<file path="config.mk">
export PLATFORM = sky130hd
export DESIGN_NAME = mux4_frame_serializer
export DESIGN_NICKNAME = d
export VERILOG_FILES = /design/src/rtl/mux4_frame_serializer_pkg.sv /design/src/rtl/mux4_frame_serializer_mux.sv /design/src/rtl/mux4_frame_serializer.sv
export SDC_FILE = /design/constraint.sdc
export NUM_CORES = 1
export LEC_CHECK = 0
export ABC_AREA = 1
export CELL_PAD_IN_SITES_DETAIL_PLACEMENT = 0
export CELL_PAD_IN_SITES_GLOBAL_PLACEMENT = 1
export CORE_AREA = 3 3 50 52
export DETAILED_ROUTE_END_ITERATION = 10
export DIE_AREA = 0 0 53 55
export GPL_TIMING_DRIVEN = 0
export HOLD_SLACK_MARGIN = 0.06
export PLACE_DENSITY = 0.82
export SETUP_SLACK_MARGIN = 0.4
export SLEW_MARGIN = 20
export SYNTH_ARGS = -nofsm -noshare
export SYNTH_HDL_FRONTEND = slang
export SYNTH_SLANG_ARGS = --single-unit
</file>
<file path="constraint.sdc">
create_clock -name clk -period 3.08 [get_ports clk]
set_input_delay 0.616 -clock clk [delete_from_list [all_inputs] [get_ports clk]]
set_output_delay 0.616 -clock clk [all_outputs]
set_load 0.01 [all_outputs]
</file>
<file path="src/rtl/mux4_frame_serializer_pkg.sv">
// Shared types, sizes and select mapping for the 4-bit frame serializer.
package mux4_frame_serializer_pkg;

    localparam int unsigned FRAME_BITS = 4;
    localparam int unsigned SEL_W      = 2;

    typedef enum logic {
        StIdle = 1'b0,
        StSend = 1'b1
    } state_e;

    // Map the bit counter to the mux input index for the chosen bit order.
    function automatic logic [SEL_W-1:0] frame_idx(input logic [SEL_W-1:0] cnt,
                                                   input logic msb_first);
        logic [SEL_W-1:0] last;
        last = SEL_W'(FRAME_BITS - 1);
        return msb_first ? (last - cnt) : cnt;
    endfunction

endpackage

</file>
<file path="src/rtl/mux4_frame_serializer_mux.sv">
// Plain 4:1 mux; y follows the data input picked by {s1,s0}.
module mux4_frame_serializer_mux (
    input  logic       s0,
    input  logic       s1,
    input  logic [3:0] d,
    output logic       y
);

    // Select one of four data inputs.
    always_comb begin
        y = d[{s1, s0}];
    end

endmodule

</file>
<file path="src/rtl/mux4_frame_serializer.sv">
// Serializes 4-bit words through a 4:1 mux by stepping its selects, with a
// one-entry holding buffer so consecutive frames run without idle cycles.
module mux4_frame_serializer
    import mux4_frame_serializer_pkg::*;
#(
    parameter bit   MSB_FIRST  = 1'b0,
    parameter logic IDLE_LEVEL = 1'b0
) (
    input  logic                  clk,
    input  logic                  rst,
    input  logic                  in_valid,
    output logic                  in_ready,
    input  logic [FRAME_BITS-1:0] in_data,
    output logic                  s0,
    output logic                  s1,
    output logic [FRAME_BITS-1:0] d,
    output logic                  ser_bit,
    output logic                  ser_valid,
    output logic                  ser_sof,
    output logic                  ser_eof,
    output logic                  busy
);

    localparam logic [FRAME_BITS-1:0] IdleWord = {FRAME_BITS{IDLE_LEVEL}};
    localparam logic [SEL_W-1:0]      LastCnt  = SEL_W'(FRAME_BITS - 1);

    state_e                state_q, state_d;
    logic [SEL_W-1:0]      cnt_q, cnt_d;
    logic [SEL_W-1:0]      sel_q, sel_d;
    logic [FRAME_BITS-1:0] cur_q, cur_d;
    logic [FRAME_BITS-1:0] nxt_q, nxt_d;
    logic                  nxt_full_q, nxt_full_d;
    logic                  accept;

    // State register: FSM, bit counter, word registers and registered selects.
    always_ff @(posedge clk) begin
        if (rst) begin
            state_q    <= StIdle;
            cnt_q      <= '0;
            sel_q      <= frame_idx('0, MSB_FIRST);
            cur_q      <= IdleWord;
            nxt_q      <= '0;
            nxt_full_q <= 1'b0;
        end else begin
            state_q    <= state_d;
            cnt_q      <= cnt_d;
            sel_q      <= sel_d;
            cur_q      <= cur_d;
            nxt_q      <= nxt_d;
            nxt_full_q <= nxt_full_d;
        end
    end

    // Next-state: frame sequencing, buffer fill/drain and direct reload at frame end.
    always_comb begin
        state_d    = state_q;
        cnt_d      = cnt_q;
        cur_d      = cur_q;
        nxt_d      = nxt_q;
        nxt_full_d = nxt_full_q;
        unique case (state_q)
            StIdle: begin
                if (accept) begin
                    cur_d   = in_data;
                    cnt_d   = '0;
                    state_d = StSend;
                end
            end
            StSend: begin
                if (cnt_q != LastCnt) begin
                    cnt_d = cnt_q + SEL_W'(1);
                    if (accept) begin
                        nxt_d      = in_data;
                        nxt_full_d = 1'b1;
                    end
                end else if (nxt_full_q) begin
                    cur_d      = nxt_q;
                    cnt_d      = '0;
                    nxt_full_d = accept;
                    if (accept) begin
                        nxt_d = in_data;
                    end
                end else if (accept) begin
                    // Empty buffer at the last bit: load straight into the frame.
                    cur_d = in_data;
                    cnt_d = '0;
                end else begin
                    state_d = StIdle;
                    cur_d   = IdleWord;
                    cnt_d   = '0;
                end
            end
            default: state_d = StIdle;
        endcase
        // Selects are registered alongside the counter so they line up with it.
        sel_d = frame_idx(cnt_d, MSB_FIRST);
    end

    // Outputs: handshake, framing flags and mux drive, all from registered state.
    always_comb begin
        in_ready  = !rst && !nxt_full_q;
        accept    = in_valid && in_ready;
        ser_valid = (state_q == StSend);
        ser_sof   = (state_q == StSend) && (cnt_q == '0);
        ser_eof   = (state_q == StSend) && (cnt_q == LastCnt);
        busy      = (state_q == StSend) || nxt_full_q;
        s0        = sel_q[0];
        s1        = sel_q[1];
        d         = cur_q;
    end

    mux4_frame_serializer_mux u_mux (
        .s0 (s0),
        .s1 (s1),
        .d  (cur_q),
        .y  (ser_bit)
    );

endmodule

</file>
==> summary.md, run 1 <==
| Metric | Value |
|---|---|
| Area of placed instances | around 880 um2 |
| Cell depth of the worst setup path | 3 |
| Simple-Gate Fraction of Synth Area | around 41% |
| Max FO, Critical Path | 5 |
| Post-synthesis compound-gate area fraction | 9.53% |
| Syn Nets | 110 |
| Die H | ~55 um |
| Post-synthesis mux area share | 0% |
| Mapped Cells | 100 |
| Synth Warn # | 0 |
| Peak supply drop | between 0.0002 and 0.00025 V |
| GPL Wtd Cong | ~0.76 |
| Clock Tree Buf Depth | 2 |
| Largest family of logic cells by synthesized area | simple AND/OR/NAND/NOR gates |
| Most frequent cells in the layout | nand2_1 (27), nor2_1 (19), clkdlybuf4s50_1 (18) |
| Postcts setup bufs | 0 |
| GRT Total Usage | between 10% and 20% |
| Post-CTS sizing | 0 |
| Synth Area in Adders | roughly 5.6% |
| Cell Area, Synth | about 670 um2 |
| Fillers | about 230 |
| Placed insts | approximately 150 |
| Clk sink count | 12 |
| Final Critical Period | ~2.5 ns |
| Die width | approximately 53 um |
| Crit path required time | 2.46 ns |
| Starting Density | approximately 31% |
| Max Fclk | between 0.3 and 0.4 GHz |
| Hold Crit Depth | 2 |
| CP Class | in2out |
| Hold buffer count at cts | 0 |
| Clock transition at path regs | approximately 0.08 ns |
| Global route overflow | 0 |
| Fin crit share | about four fifths |
| Clock root buffer | clkbuf_4 |
| Largest net degree at the start of global routing | 11 |
| Synth cell types | 16 |
| Post-route setup TNS | 0 ns |
| Unrepaired setup endpoints after global routing | false |
| Worst Hold Class | reg2reg |
| Vias post-DR | between 600 and 700 |
| Diodes inserted | 0 |
| DIE AREA | roughly 2900 um2 |
| Max cap viols | 0 |
| Final setup fails | 0 |
| Final max-slew violation count | 0 |
| Drt total wl | roughly 1500 um |
| Worst reg2reg startpoint | sel_q[0]$_SDFFE_PP0P_ |
| Crit end category | primary output |
| Cell repeated most along the worst path | clkdlybuf4s50_1 |
| Layout net count | between 100 and 150 |
| Synth Area in XOR/XNOR | 0% |
| Pwr per Cell Area | between 400 and 500 nW/um2 |
| Most common cell after layout, fill and taps aside | nand2_1 |
| Clock Latency Late Sink | around 0.27 ns |
| Vias per cell | 4.43 |
| Synth Area per Inst | 6.69 um2 |
| Seq/Total Area, Yosys | 35.9% |
| CP arrival | approximately 1.9 ns |
| CP cell instances | clkdlybuf4s50_1 > nor2_4 > clkdlybuf4s50_1 |
| Clock skew | 0.00148 ns |
| Worst-Margin Slew | 0.442 ns |
| HPWL Detailed | roughly 1200 um |
| Seq cells post-synth | 12 |
| Finished Layout Cells | 150 |
| Worst hold path startpoint | nxt_q[3]$_SDFFE_PP0P_ |
| Register-to-Register Path Depth | 6 |
| Footprint of the multi-input gates | around 370 um2 |
| First-pass GRT wire length | 2550 um |
| Final Hold Viols | 0 |
| Initial antenna violation count | 0 |
| Remaining antenna violation count | 0 |
| Post-route cell area | just over 900 um2 |
| Top delay family on crit path | buffers and inverters |
| I/O pin count | 19 |
| Core ar. | roughly 2100 um2 |
| First DRT Iteration DRCs | 8 |
| Register area | roughly 240 um2 |
| CP Buf/Inv Count | 2 |
| Number of port buffers | 18 |
| Vias in the first global route | 619 |
| Row count | 17 |
| CTS buffer count | 3 |
| Crit. Startpoint | rst |
| Area Overhead vs Synth | 37.6% |
| CTS tree | built |
| CP Launch Type | primary input |
| Delay of the slowest critical-path stage | 0.56 ns |
| Slew margin rel. | a little over two thirds |
| Leakage power | 0.421 nW |
| Slowest-stage cell, CP | clkdlybuf4s50_1 |
| DRC Markers | 0 |
| Share of cells above drive strength 1 | under 10% |
| Status | complete, no violations |
| Pre-antenna DRT Iters | 4 |
| CTS H-Tree Depth | 1 |
| Mean routed wirelength per cell | 9.73 um |
kinds of logic after synthesis:
logic type / Yosys count
and+or+nand+nor: 59
buffers and inverters: 14
AOI/OAI and AO/OA: 12
adders and majority gates: 3
DFF: 12
sequential cells by signal, summed over array words and instances, names as in the netlist:
signal and cells:
d 4, nxt_q 4, sel_q 2, nxt_full_q 1
ser_valid 1
metal layers:
layer / GRT usage, % / part of all wire, % / vias up
met5: 0 / 0 / -
met4: 5.11 / 0.34 / 0
met3: 3.22 / 7.0 / 2
met2: 20.7 / 45 / 17
met1: 14.1 / 48 / 289
li1: - / - / 356
stage by stage:
stage | utilization, % | total power [W] | worst slack, ns | hold WS [ns]
after global placement | 41.2 | 0.000286 | 0.565 | 0.466
after CTS | 42.9 | 0.000417 | 0.562 | 0.490
after global routing | 42.9 | 0.000437 | 0.496 | 0.510
final | 42.9 | 0.000409 | 0.573 | 0.488
after floorplan | - | 0.000237 | 1.58 | 0.455
after detailed placement | 41.2 | 0.000287 | 0.568 | 0.475
final timing paths:
kind | endpoint | slack [ns]
setup / recovery | in_ready | 0.57
hold / removal | nxt_q[3]$_SDFFE_PP0P_ | 0.49
setup reg to reg | nxt_q[0]$_SDFFE_PP0P_ | 1.63
hold reg to reg | nxt_q[3]$_SDFFE_PP0P_ | 0.49
power by group:
part,switching (W),total (W),leakage [nW],internal [W]
Combinational,0.0000515,0.000105,0.301,0.0000534
Sequential,0.0000103,0.000177,0.0984,0.000167
Clock,0.0000552,0.000127,0.0210,0.0000718
Total,0.000117,0.000409,0.421,0.000292
area by class of cell:
class	instances	share of cell area [%]
Buffer	1	0.815
Sequential cell	12	26.1
Timing Repair Buffer	18	19.6
Clock buffer	4	3.94
Tap cell	28	3.80
Inverter	13	5.30
Multi-Input combinational cell	74	40.5
worst register-to-register path, cell delays in order (launching register included):
cell and delay (ns):
dfxtp_1 0.44, ha_1 0.20, inv_1 0.06, o21ai_0 0.37
nor2_4 0.10, nor2_1 0.12, nor2_1 0.06
synthesized netlist by cell type (all sizes together):
| cell | count | area (um2) |
|---|---|---|
| nand2 | 28 | 113 |
| nor2 | 21 | 93.8 |
| dfxtp | 12 | 240 |
| inv | 12 | 45.0 |
| a21oi | 6 | 30.0 |
| nand3 | 6 | 35.0 |
| nand3b | 4 | 30.0 |
| o21ai | 4 | 20.0 |
| ha | 3 | 37.5 |
| a21boi | 1 | 7.51 |
| buf | 1 | 7.51 |
| clkinv | 1 | 3.75 |
| o22ai | 1 | 6.26 |
Power figures use the tool's default switching activity.
==> inputs of run 2 (changes only) <==
--- a/config.mk
+++ b/config.mk
@@ -8,12 +8,12 @@
 export ABC_AREA = 1
 export CELL_PAD_IN_SITES_DETAIL_PLACEMENT = 0
 export CELL_PAD_IN_SITES_GLOBAL_PLACEMENT = 1
-export CORE_AREA = 3 3 50 52
+export CORE_AREA = 3 3 53 55
 export DETAILED_ROUTE_END_ITERATION = 10
-export DIE_AREA = 0 0 53 55
+export DIE_AREA = 0 0 56 58
 export GPL_TIMING_DRIVEN = 0
 export HOLD_SLACK_MARGIN = 0.06
-export PLACE_DENSITY = 0.82
+export PLACE_DENSITY = 0.77
 export SETUP_SLACK_MARGIN = 0.4
 export SLEW_MARGIN = 20
 export SYNTH_ARGS = -nofsm -noshare
==> constraint.sdc (replaced) <==
create_clock -name clk -period 2.3 [get_ports clk]
set_input_delay 0.46 -clock clk [delete_from_list [all_inputs] [get_ports clk]]
set_output_delay 0.46 -clock clk [all_outputs]
set_load 0.01 [all_outputs]
==> run 2 against run 1 <==
Net effect: critical path depth unchanged; sequential power rose by 35%; clock skew about the same; die area grew 11%; clock power rose by 34%; global-route usage is 1.3 points lower; flip-flop and latch count unchanged; non-clock buffer count up 1; utilization shrank 3.9 points; wire length up 4.5%; sequential share of layout area decreased by 0.098 points; design area rose by 3.0%.
==> summary.md, run 2 (same netlist as run 1, synthesis figures left out) <==
| Metric | Value |
|---|---|
| DIE AREA | around 3200 um2 |
| CP Buf/Inv Count | 2 |
| Fillers | ~260 |
| Max Fclk | between 0.5 and 0.6 GHz |
| Finished Layout Cells | 153 |
| Drt total wl | about 1500 um |
| Placed insts | between 100 and 150 |
| I/O pin count | 19 |
| Diodes inserted | 0 |
| GRT Total Usage | a little over a tenth |
| CP Launch Type | register |
| Clock Tree Buf Depth | 2 |
| Leakage power | 0.458 nW |
| Max cap viols | 0 |
| Final Critical Period | 1.82 ns |
| Pwr per Cell Area | slightly below 600 nW/um2 |
| Largest net degree at the start of global routing | 11 |
| Initial antenna violation count | 0 |
| Fin crit share | 79.1% |
| Final Hold Viols | 0 |
| Final setup fails | 0 |
| Clock transition at path regs | about 0.08 ns |
| Global route overflow | 0 |
| Clock root buffer | clkbuf_4 |
| First DRT Iteration DRCs | 12 |
| Clock Latency Late Sink | 0.27 ns |
| Post-route cell area | between 900 and 1000 um2 |
| CTS H-Tree Depth | 1 |
| Unrepaired setup endpoints after global routing | true |
| Number of port buffers | 18 |
| Post-route setup TNS | 0 ns |
| Row count | 18 |
| Clock skew | between 0.001 and 0.0015 ns |
| First-pass GRT wire length | 2760 um |
| Delay of the slowest critical-path stage | between 0.5 and 0.6 ns |
| Status | complete, no violations |
| Die width | 56 um |
| Vias per cell | 4.44 |
| Worst-Margin Slew | a little under 0.5 ns |
| Clk sink count | 12 |
| Hold buffer count at cts | 0 |
| Crit end category | primary output |
| DRC Markers | 0 |
| Die H | a little under 60 um |
| Mean routed wirelength per cell | 9.97 um |
| Most frequent cells in the layout | nand2_1 (26), nor2_1 (19), clkdlybuf4s50_1 (13) |
| Share of cells above drive strength 1 | about an eighth |
| CTS buffer count | 3 |
| Pre-antenna DRT Iters | 2 |
| CP arrival | around 1.4 ns |
| Area of placed instances | between 800 and 900 um2 |
| Core ar. | 2430 um2 |
| CP cell instances | inv_1 > nand2_1 > clkdlybuf4s50_1 |
| Max FO, Critical Path | 4 |
| Crit path required time | about 1.8 ns |
| Vias in the first global route | 640 |
| Worst Hold Class | reg2reg |
| CP Class | reg2out |
| Layout net count | ~130 |
| Vias post-DR | roughly 700 |
| CTS tree | built |
| HPWL Detailed | 1190 um |
| Worst reg2reg setup slack | 0.86 ns |
| Area Overhead vs Synth | 41.7% |
| Final max-slew violation count | 0 |
| Worst Hold Slack | 0.487 ns |
| Peak supply drop | roughly 0.00029 V |
| Remaining antenna violation count | 0 |
| Slew margin rel. | 67.5% |
| GPL Wtd Cong | 0.778 |
| Top delay family on crit path | buffers and inverters |
| Starting Density | between 20 and 30% |
| Slowest-stage cell, CP | clkdlybuf4s50_1 |
| Most common cell after layout, fill and taps aside | nand2_1 |
## run 2: through the flow
step | util, % | power, W | setup WS [ns]
3_3_place_gp | 36.5 | 0.000383 | 0.0965
4_1_cts | 38.8 | 0.000558 | 0.386
5_1_grt | 39.0 | 0.000593 | 0.377
2_1_floorplan | - | 0.000318 | 0.953
6_report | 39.0 | 0.000551 | 0.481
3_5_place_dp | 36.5 | 0.000385 | 0.0787
## run 2: worst paths after layout
kind,start,depth (start not counted),endpoint
setup / recovery,nxt_full_q$_SDFFE_PP0P_,3,busy
hold reg to reg,nxt_q[1]$_SDFFE_PP0P_,2,nxt_q[1]$_SDFFE_PP0P_
hold / removal,nxt_q[1]$_SDFFE_PP0P_,2,nxt_q[1]$_SDFFE_PP0P_
setup reg to reg,sel_q[0]$_SDFFE_PP0P_,7,nxt_q[3]$_SDFFE_PP0P_
## run 2: layout make-up
cell class | count | area [um2] | area share, %
buffer | 1 | 11.3 | 1.19
inverter | 13 | 48.8 | 5.15
sequential | 12 | 246 | 26.0
tap | 30 | 37.5 | 3.96
multi-input combinational | 74 | 383 | 40.4
timing repair buffer | 19 | 185 | 19.5
clock buffer | 4 | 36.3 | 3.83
## run 2: what timing repair did
action | 4_1_cts | 5_1_grt
setup endpoints to repair | 4 | 2
gates resized for setup | 12 | 2
buffers inserted | 1 | 0
endpoints found under the hold margin | 0 | 0
pin swaps | 1 | 0
## run 2: layer usage
metal	up-vias	global-route usage, %	share of wire (%)
met2	16	17.0	46
met5	-	0	0
met1	301	12.9	46
met3	2	4.68	7.1
li1	361	-	-
met4	0	4.07	0.79
## run 2: worst reg2reg max path, delay by kind of cell (launching register included)
family,cells,cell delay (ns)
buffers and inverters,1,0.07
DFF,1,0.39
AOI/OAI and AO/OA,1,0.40
adders and majority gates,1,0.21
and+or+nand+nor,4,0.33
## run 2: report_power, final
part | internal [W] | leakage [nW] | total (W) | switching [W]
clock | 0.0000961 | 0.0210 | 0.000170 | 0.0000742
sequential | 0.000224 | 0.0996 | 0.000239 | 0.0000144
combinational | 0.0000702 | 0.337 | 0.000142 | 0.0000714
